File: src/rtl/ula_mixer_pkg.sv
// Shared types and width helpers for the ULA audio mixer.
package ula_mixer_pkg;

    // Mixer sequencing states
    typedef enum logic [1:0] {
        StIdle = 2'd0,
        StAcc  = 2'd1,
        StSat  = 2'd2
    } state_e;

    // Width of one sample*gain product
    function automatic int unsigned prod_w(input int unsigned iw, input int unsigned vw);
        return iw + vw;
    endfunction

    // Accumulator width: product plus headroom for summing nch products
    function automatic int unsigned acc_w(input int unsigned iw, input int unsigned vw,
                                          input int unsigned nch);
        return iw + vw + $clog2(nch);
    endfunction

    // Channel index width
    function automatic int unsigned idx_w(input int unsigned nch);
        return (nch > 1) ? $clog2(nch) : 1;
    endfunction

endpackage

File: src/rtl/ula_mixer_sd.sv
// First-order sigma-delta DAC: the carry out of a wrapping accumulator is the bitstream.
module ula_mixer_sd #(
    parameter int unsigned OW = 9
) (
    input  logic          clk_sys,
    input  logic          nRESET,
    input  logic [OW-1:0] din,
    output logic          dout
);

    logic [OW:0] acc_q;

    // Add the input to the low bits each cycle; the previous carry is dropped
    always_ff @(posedge clk_sys or negedge nRESET) begin
        if (!nRESET) begin
            acc_q <= '0;
        end else begin
            acc_q <= {1'b0, acc_q[OW-1:0]} + {1'b0, din};
        end
    end

    assign dout = acc_q[OW];

endmodule

File: src/rtl/ula_mixer.sv
// Multi-channel stereo mixer: serial multiply-accumulate over channels, saturation,
// sticky status flags and two sigma-delta DAC outputs.
module ula_mixer
    import ula_mixer_pkg::*;
#(
    parameter int unsigned NCH = 4,
    parameter int unsigned IW  = 8,
    parameter int unsigned VW  = 4,
    parameter int unsigned OW  = 9
) (
    input  logic              clk_sys,
    input  logic              nRESET,
    input  logic              ce,
    input  logic [NCH*IW-1:0] ch_in,
    input  logic [NCH*VW-1:0] vol_l,
    input  logic [NCH*VW-1:0] vol_r,
    input  logic              mute,
    input  logic              flag_clr,
    output logic [OW-1:0]     mix_l,
    output logic [OW-1:0]     mix_r,
    output logic              mix_valid,
    output logic              clip_l,
    output logic              clip_r,
    output logic              overrun,
    output logic              AUDIO_L,
    output logic              AUDIO_R
);

    localparam int unsigned PW = prod_w(IW, VW);
    localparam int unsigned AW = acc_w(IW, VW, NCH);
    localparam int unsigned XW = idx_w(NCH);
    localparam int unsigned RW = AW - VW;
    localparam logic [31:0] MIX_MAX = (32'd1 << OW) - 32'd1;

    state_e              state_q, state_d;
    logic [XW-1:0]       idx_q, idx_d;
    logic [AW-1:0]       acc_l_q, acc_l_d, acc_r_q, acc_r_d;
    logic [NCH*IW-1:0]   ch_q, ch_d;
    logic [NCH*VW-1:0]   vl_q, vl_d, vr_q, vr_d;
    logic                mute_q, mute_d;
    logic [OW-1:0]       mix_l_q, mix_l_d, mix_r_q, mix_r_d;
    logic                mix_valid_q, mix_valid_d;
    logic                clip_l_q, clip_l_d, clip_r_q, clip_r_d, overrun_q, overrun_d;

    logic [IW-1:0]       smp;
    logic [VW-1:0]       gain_l, gain_r;
    logic [PW-1:0]       prod_l, prod_r;
    logic [RW-1:0]       r_l, r_r;
    logic                over_l, over_r;
    logic [OW-1:0]       sat_l, sat_r;
    logic                clip_l_set, clip_r_set;

    // Current channel operands come from the snapshot, never the live inputs
    assign smp    = ch_q[int'(idx_q)*IW +: IW];
    assign gain_l = vl_q[int'(idx_q)*VW +: VW];
    assign gain_r = vr_q[int'(idx_q)*VW +: VW];
    assign prod_l = PW'(smp) * PW'(gain_l);
    assign prod_r = PW'(smp) * PW'(gain_r);

    // Drop the gain fraction bits, then clamp to the output range
    assign r_l    = acc_l_q[AW-1:VW];
    assign r_r    = acc_r_q[AW-1:VW];
    assign over_l = 32'(r_l) > MIX_MAX;
    assign over_r = 32'(r_r) > MIX_MAX;
    assign sat_l  = over_l ? {OW{1'b1}} : OW'(r_l);
    assign sat_r  = over_r ? {OW{1'b1}} : OW'(r_r);

    // Next-state, datapath and flag logic
    always_comb begin
        state_d     = state_q;
        idx_d       = idx_q;
        acc_l_d     = acc_l_q;
        acc_r_d     = acc_r_q;
        ch_d        = ch_q;
        vl_d        = vl_q;
        vr_d        = vr_q;
        mute_d      = mute_q;
        mix_l_d     = mix_l_q;
        mix_r_d     = mix_r_q;
        mix_valid_d = 1'b0;
        clip_l_set  = 1'b0;
        clip_r_set  = 1'b0;

        case (state_q)
            StIdle: begin
                if (ce) begin
                    ch_d    = ch_in;
                    vl_d    = vol_l;
                    vr_d    = vol_r;
                    mute_d  = mute;
                    acc_l_d = '0;
                    acc_r_d = '0;
                    idx_d   = '0;
                    state_d = StAcc;
                end
            end
            StAcc: begin
                acc_l_d = acc_l_q + AW'(prod_l);
                acc_r_d = acc_r_q + AW'(prod_r);
                idx_d   = idx_q + XW'(1);
                if (idx_q == XW'(NCH - 1)) begin
                    state_d = StSat;
                end
            end
            StSat: begin
                mix_l_d     = mute_q ? '0 : sat_l;
                mix_r_d     = mute_q ? '0 : sat_r;
                mix_valid_d = 1'b1;
                clip_l_set  = over_l;
                clip_r_set  = over_r;
                state_d     = StIdle;
            end
            default: state_d = StIdle;
        endcase

        // Clear first so a coincident set event wins
        clip_l_d  = (clip_l_q & ~flag_clr) | clip_l_set;
        clip_r_d  = (clip_r_q & ~flag_clr) | clip_r_set;
        overrun_d = (overrun_q & ~flag_clr) | (ce & (state_q != StIdle));
    end

    // State and datapath registers
    always_ff @(posedge clk_sys or negedge nRESET) begin
        if (!nRESET) begin
            state_q     <= StIdle;
            idx_q       <= '0;
            acc_l_q     <= '0;
            acc_r_q     <= '0;
            ch_q        <= '0;
            vl_q        <= '0;
            vr_q        <= '0;
            mute_q      <= 1'b0;
            mix_l_q     <= '0;
            mix_r_q     <= '0;
            mix_valid_q <= 1'b0;
            clip_l_q    <= 1'b0;
            clip_r_q    <= 1'b0;
            overrun_q   <= 1'b0;
        end else begin
            state_q     <= state_d;
            idx_q       <= idx_d;
            acc_l_q     <= acc_l_d;
            acc_r_q     <= acc_r_d;
            ch_q        <= ch_d;
            vl_q        <= vl_d;
            vr_q        <= vr_d;
            mute_q      <= mute_d;
            mix_l_q     <= mix_l_d;
            mix_r_q     <= mix_r_d;
            mix_valid_q <= mix_valid_d;
            clip_l_q    <= clip_l_d;
            clip_r_q    <= clip_r_d;
            overrun_q   <= overrun_d;
        end
    end

    assign mix_l     = mix_l_q;
    assign mix_r     = mix_r_q;
    assign mix_valid = mix_valid_q;
    assign clip_l    = clip_l_q;
    assign clip_r    = clip_r_q;
    assign overrun   = overrun_q;

    ula_mixer_sd #(.OW(OW)) u_dac_l (
        .clk_sys (clk_sys),
        .nRESET  (nRESET),
        .din     (mix_l_q),
        .dout    (AUDIO_L)
    );

    ula_mixer_sd #(.OW(OW)) u_dac_r (
        .clk_sys (clk_sys),
        .nRESET  (nRESET),
        .din     (mix_r_q),
        .dout    (AUDIO_R)
    );

endmodule

File: config.mk
export PLATFORM = sky130hd
export DESIGN_NAME = ula_mixer
export DESIGN_NICKNAME = d
export VERILOG_FILES = /design/src/rtl/ula_mixer_pkg.sv /design/src/rtl/ula_mixer_sd.sv /design/src/rtl/ula_mixer.sv
export SDC_FILE = /design/constraint.sdc
export NUM_CORES = 1
export LEC_CHECK = 0
export CORE_MARGIN = 5
export CORE_UTILIZATION = 63
export CTS_CLUSTER_DIAMETER = 150
export CTS_CLUSTER_SIZE = 30
export DETAILED_ROUTE_END_ITERATION = 6
export GPL_TIMING_DRIVEN = 0
export HOLD_SLACK_MARGIN = 0.15
export PLACE_DENSITY = 0.93
export SETUP_SLACK_MARGIN = 0.15
export SYNTH_ARGS = -nofsm -noshare
export SYNTH_HDL_FRONTEND = slang
export SYNTH_SLANG_ARGS = --single-unit
File: constraint.sdc
create_clock -name clk_sys -period 9.01 [get_ports clk_sys]
set_input_delay 1.802 -clock clk_sys [delete_from_list [all_inputs] [get_ports clk_sys]]
set_output_delay 1.802 -clock clk_sys [all_outputs]
set_load 0.05 [all_outputs]
* Yosys cells after proc, flatten, opt, wreduce, memory -nomap -nowiden
Cells that the tools add are included.
** Word-level totals
- Bits in registers :: 139
- Input bits :: 69
- Output and inout bits :: 24
- Logic and storage cells :: 62
** Cells by class
- Add/subtract/negate cells :: 5
- $mul :: 2
- $lt $le $gt $ge :: 2
- Equal/unequal tests :: 5
- Shift operators :: 3
- Mux-type cells :: 15
- Bitwise logic cells :: 8
- Reduce and logical (&&, ||, !) cells :: 6
** Operators by type and width (count)
- case mux 14 bit (2 select lines) :: 2
- 2-to-1 mux 9 bit :: 4
- indexed part select 16 x 5 -> 4 bit :: 2
- indexed part select 32 x 6 -> 8 bit :: 1
- adder 14 x 12 -> 14 bit :: 2
- multiplier 8 x 4 -> 12 bit :: 2
- adder 9 x 9 -> 10 bit :: 2
- greater-than comparator 10 x 9 -> 1 bit, second input constant :: 2
- 2-to-1 mux 14 bit :: 1
- case mux 2 bit (2 select lines) :: 2
- 2-to-1 mux 2 bit :: 3
- AND reduction 2 bit :: 3
- AND 1 bit :: 4
- equality test 2 bit, second input constant :: 2
- inequality test 2 bit, second input constant :: 2
- nonzero test 2 bit :: 2
- 2-to-1 mux 1 bit :: 3
- bitwise OR 1 bit :: 3
- adder 2 x 1 -> 2 bit, second input constant :: 1
- equality test 2 x 1 -> 1 bit, second input constant :: 1
- logical NOT 2 bit :: 1
- inverter 1 bit :: 1

* Logic depth before layout (Yosys ltp)
- Depth after elaboration :: 4
- Gate-level depth with buffers :: 16
- Mapped depth without buffers :: 14

* Cells and area by module
From an unflattened synthesis, not the netlist that was laid out.
** Unflattened totals
- Cells, all modules :: 966
- Area total of the unflattened synthesis :: 8937.3 um^2
** By module, submodules not included
- ula_mixer :: instances 1, cells each 860, area an instance 7716.2 um^2, sequential area each 2977.9 um^2
- ula_mixer_sd :: instances 2, cells each 53, area an instance 610.6 um^2, sequential area each 250.2 um^2

* Least setup slack after synthesis
Ideal clock, no wire load.
- Path kind :: register to register
- From :: reg idx_q[0]
- To :: reg acc_r_q[13]
- Library setup time :: 0.124 ns
- Data arrival time :: 4.293 ns
- Required time :: 8.886 ns
- Slack :: 4.593 ns
- Stages on the path, launching flop included :: 16
- Path buffers :: 2
- Clock period less this slack :: 4.417 ns
- Path through :: dfrtp_1 buf_6 buf_12 mux4_2 and2_1 fa_1 fa_1 inv_1 fa_1 inv_1 ha_1 and2_1 a21o_1 o31a_2 mux2i_1 a211o_1
** Between the ends
- Longest elaborated chain between the ends :: 4
- Elaborated cells on any way between the ends :: 5
- Those cells by class :: 1 x add/sub; 1 x mul; 2 x shift; 1 x mux
** RTL lines
- start: declaration :: line ula_mixer.sv:36 : logic [XW-1:0] idx_q, idx_d;
- start signal: assignment :: line ula_mixer.sv:141 : idx_q <= idx_d;
- indexed part select 32 x 6 -> 8 bit / indexed part select 16 x 5 -> 4 bit (equally long branches) :: line ula_mixer.sv:54, ula_mixer.sv:56
- multiplier 8 x 4 -> 12 bit * :: line ula_mixer.sv:58 : assign prod_r = PW'(smp) * PW'(gain_r);
- adder 14 x 12 -> 14 bit * :: line ula_mixer.sv:99 : acc_r_d = acc_r_q + AW'(prod_r);
- case mux 14 bit (2 select lines) * :: line ula_mixer.sv:84 : case (state_q)
- end signal: assignment :: line ula_mixer.sv:143 : acc_r_q <= acc_r_d;
- end: declaration :: line ula_mixer.sv:37 : logic [AW-1:0] acc_l_q, acc_l_d, acc_r_q, acc_r_d;
Every way passes the cells marked *; elsewhere a longest branch is shown, timed or not.
A chain may end at the register's enable or synchronous reset.

* Worst setup path after layout
- From :: reg idx_q[1]
- To :: reg acc_r_q[13]
The elaborated chain is that of the path after synthesis.

==> results.cfg <==
[status]
run_status = finished clean

[sta]
maxClockFrequency_ghz = 0.207
worst_slack_ns = 4.18
setup_viol_count_final = 0
fin_setup_tns_ns = 0
slew_viol_final = 0
final.hold.worst_slack_ns = 0.473
finalClockSkew_ns = 0.00641
tightestPinTransition_ns = 0.757
rsz0062_at_grt = no
final_period_minus_worst_setup_slack_ns = 4.83
layout_worst_path_cycle_share = 0.536
finalHoldViolCount = 0
slew_headroom = 0.496

[detailed_routing]
post_route_drc_violation_count = 0
avgRoutedWirePerCell_um = 19.2
drt_iter0_markers = 611
route.antenna.remaining_nets = 0
routed_via_density = 6.07
routed-via-count = 7700
wl_mm = 24.4
drtPass1Iterations = 5

[global_route]
grt_antenna_before_repair = 0
gr-total-overflow = 0
first_pass_grt_wire_length_mm = 39.6
grt_start_max_net_pins = 81
grt_pass1_vias = 8137
global_routing_usage_summed_across_all_routing_layers = 0.303

[finish]
area_growth_syn_to_layout_pct = 20.2
regArea_um2 = 3480
num_antenna_cells = 0
multi_input_area_um2 = 4970
fraction_of_layout_instances_using_a_drive_strength_above_1 = 0.0708
final.fill_count = 785
nets = 1251

[clock_network]
clkLatencyLatePin_ns = 0.44
sink_count = 139
cts_root_buf = sky130_fd_sc_hd__clkbuf_16
cts-buffers-inserted = 17
post_cts_resize_count = 0
hold_buffers = 0
cts.repair_timing.setup_buffer_count = 0
ctsLongestPathBuffers = 2
cts_tree = done
ctsHtreeMaxLevel = 4
clkTransAtPathRegs_ns = 0.06

[synthesis]
synth_largest_area_cell = sky130_fd_sc_hd__dfrtp_1
yosys.cell_count.top_type = sky130_fd_sc_hd__nand2_1
synth-seq-cells = 139
netlist.area_leader.share = 0.384
syn-num-nets = 1139
most_common_flop_cell_mapped_by_yosys = sky130_fd_sc_hd__dfrtp_1
ys_async_sr_fraction = 1.00
synth_common_cells = sky130_fd_sc_hd__nand2_1, sky130_fd_sc_hd__dfrtp_1, sky130_fd_sc_hd__inv_1, sky130_fd_sc_hd__ha_1, sky130_fd_sc_hd__and2_1
syn_area_per_cell_um2 = 9.40
synth_enable_flop_cells = 0
synth_seq_area_share = 0.384
yosys-top-cells-area = sky130_fd_sc_hd__dfrtp_1, sky130_fd_sc_hd__nand2_1, sky130_fd_sc_hd__fa_1
yosysWarningCount = 0
synthCells = 963
yosysUniqueCellTypes = 61
synth_area_um2 = 9050

[setup_path]
worst_path_largest_cell_delay_ns = 0.54
worst-endpoint-arrival_ns = 5.15
cp_common_cell = sky130_fd_sc_hd__fa_1
timing.critical_path.fanout_max = 10
cp_data_required_time_ns = 9.33
setup.reg_to_reg.worst_slack_ns = 4.18
criticalPathCategory = reg -> reg
critPathSlowestCell = sky130_fd_sc_hd__fa_1
timing.critical_path.cells = buf_2, buf_2, mux4_2, and2_1, fa_1, fa_1, inv_1, fa_1, inv_1, ha_1, and2_1, a21o_1, o31a_2, mux2i_1, a211o_1
startpoint_type = register
crit-reg2reg-launch = idx_q[1]$_DFFE_PN0P_
crit_path_end_kind = register
rr_worst_depth = 15
destination_of_the_worst_register_to_register_timing_path = acc_r_q[13]$_DFFE_PN0P_

[floorplan]
placeableCoreArea_um2 = 14000
die_area_um2 = 16900
fp-row-count = 43
io_pins = 93
fp.dieW_um = 130
die_y_um = 130
start_util = 0.647

[hold_path]
hold-path-cell-count = 1
timing.hold.worst.class = reg -> reg
holdCritStartpoint = u_dac_r.acc_q[0]$_DFF_PN0_
min_delay_worst_endpoint = u_dac_r.acc_q[0]$_DFF_PN0_

[placement]
gp_congestion = 0.938
hpwlAfterDp_mm = 16.5
place_ws_ns = 4.28
placement.io_buffers = 92

[job]
max_cap_violations = 0
stage by stage:
stage | util | cell area [µm²] | instances
global route | 0.777 | 10900 | 1268
global placement | 0.729 | 10200 | 1235
finish | 0.777 | 10900 | 1268
floorplan | - | 9050 | 963
CTS | 0.777 | 10900 | 1268
detailed placement | 0.731 | 10200 | 1236
critical path, delay by kind of cell (launching register included):
family                     cells  cell delay (ns)
muxes                          2             0.60
adders and majority gates      4             1.90
buffers and inverters          4             0.72
and+or+nand+nor                2             0.40
AOI/OAI and AO/OA              3             0.74
DFF                            1             0.35
sequential cells by signal, indices dropped and copies added (netlist names):
signal / count
mix_l: 9
acc_l_q: 14
state_q: 2
mute_q: 1
clip_l: 1
u_dac_r.acc_q: 10
vl_q: 16
clip_r: 1
idx_q: 2
u_dac_l.acc_q: 10
mix_r: 9
ch_q: 32
acc_r_q: 14
overrun: 1
vr_q: 16
mix_valid: 1
layer usage:
layer | wire [µm] | track usage
met2 | 12100 | 0.513
met4 | 1190 | 0.177
met3 | 2040 | 0.0606
met1 | 9030 | 0.360
met5 | 0 | 0
cell usage in the layout, fill, tap and decap left out, types with 7 or more instances in the layout:
cell,instances
sky130_fd_sc_hd__a21o_1,10
sky130_fd_sc_hd__a21oi_1,23
sky130_fd_sc_hd__a22o_1,7
sky130_fd_sc_hd__and2_1,59
sky130_fd_sc_hd__buf_2,11
sky130_fd_sc_hd__clkbuf_1,16
sky130_fd_sc_hd__clkbuf_16,17
sky130_fd_sc_hd__clkdlybuf4s50_1,91
sky130_fd_sc_hd__dfrtp_1,139
sky130_fd_sc_hd__fa_1,44
sky130_fd_sc_hd__ha_1,63
sky130_fd_sc_hd__inv_1,112
sky130_fd_sc_hd__mux4_2,14
sky130_fd_sc_hd__nand2_1,247
sky130_fd_sc_hd__nand2b_1,11
sky130_fd_sc_hd__nand3_1,15
sky130_fd_sc_hd__nor2_1,38
sky130_fd_sc_hd__nor3_1,10
sky130_fd_sc_hd__o21a_1,10
sky130_fd_sc_hd__o21ai_0,24
sky130_fd_sc_hd__o31ai_1,21
sky130_fd_sc_hd__xnor2_1,13
sky130_fd_sc_hd__xor2_1,9
cell families (layout without fill, tap and decap cells):
kind of cell	Yosys count	after routing	synth area share
fa+ha+maj	107	107	0.184
flops	139	139	0.384
simple gates	398	398	0.195
mux	20	20	0.0451
compound gates	131	131	0.103
buf+inv	146	271	0.0660
xor+xnor	22	22	0.0213
layout make-up:
cell class,count,share of cell area
well taps,180,0.0207
plain buffers,34,0.0162
flip-flops and latches,139,0.320
clock buffers,18,0.0404
clock inverters,14,0.0193
inverters,112,0.0387
multi-input cells,678,0.457
repair buffers,93,0.0873
worst max-delay path by stage:
stage / slack [ns] / depth (start not counted) / from / endpoint
2_1_floorplan: 4.59 / 15 / idx_q[0]$_DFFE_PN0P_ / acc_r_q[13]$_DFFE_PN0P_
3_3_place_gp: 0.63 / 1 / nRESET / ch_q[3]$_DFFE_PN0P_
3_5_place_dp: 4.28 / 15 / idx_q[1]$_DFFE_PN0P_ / acc_r_q[13]$_DFFE_PN0P_
4_1_cts: 4.23 / 15 / idx_q[0]$_DFFE_PN0P_ / acc_r_q[13]$_DFFE_PN0P_
5_1_grt: 3.98 / 15 / idx_q[1]$_DFFE_PN0P_ / acc_r_q[10]$_DFFE_PN0P_
6_report: 4.18 / 15 / idx_q[1]$_DFFE_PN0P_ / acc_r_q[13]$_DFFE_PN0P_
Power is not shown: default switching activity piles up to over one toggle a cycle in this logic, so the estimate is an artifact.
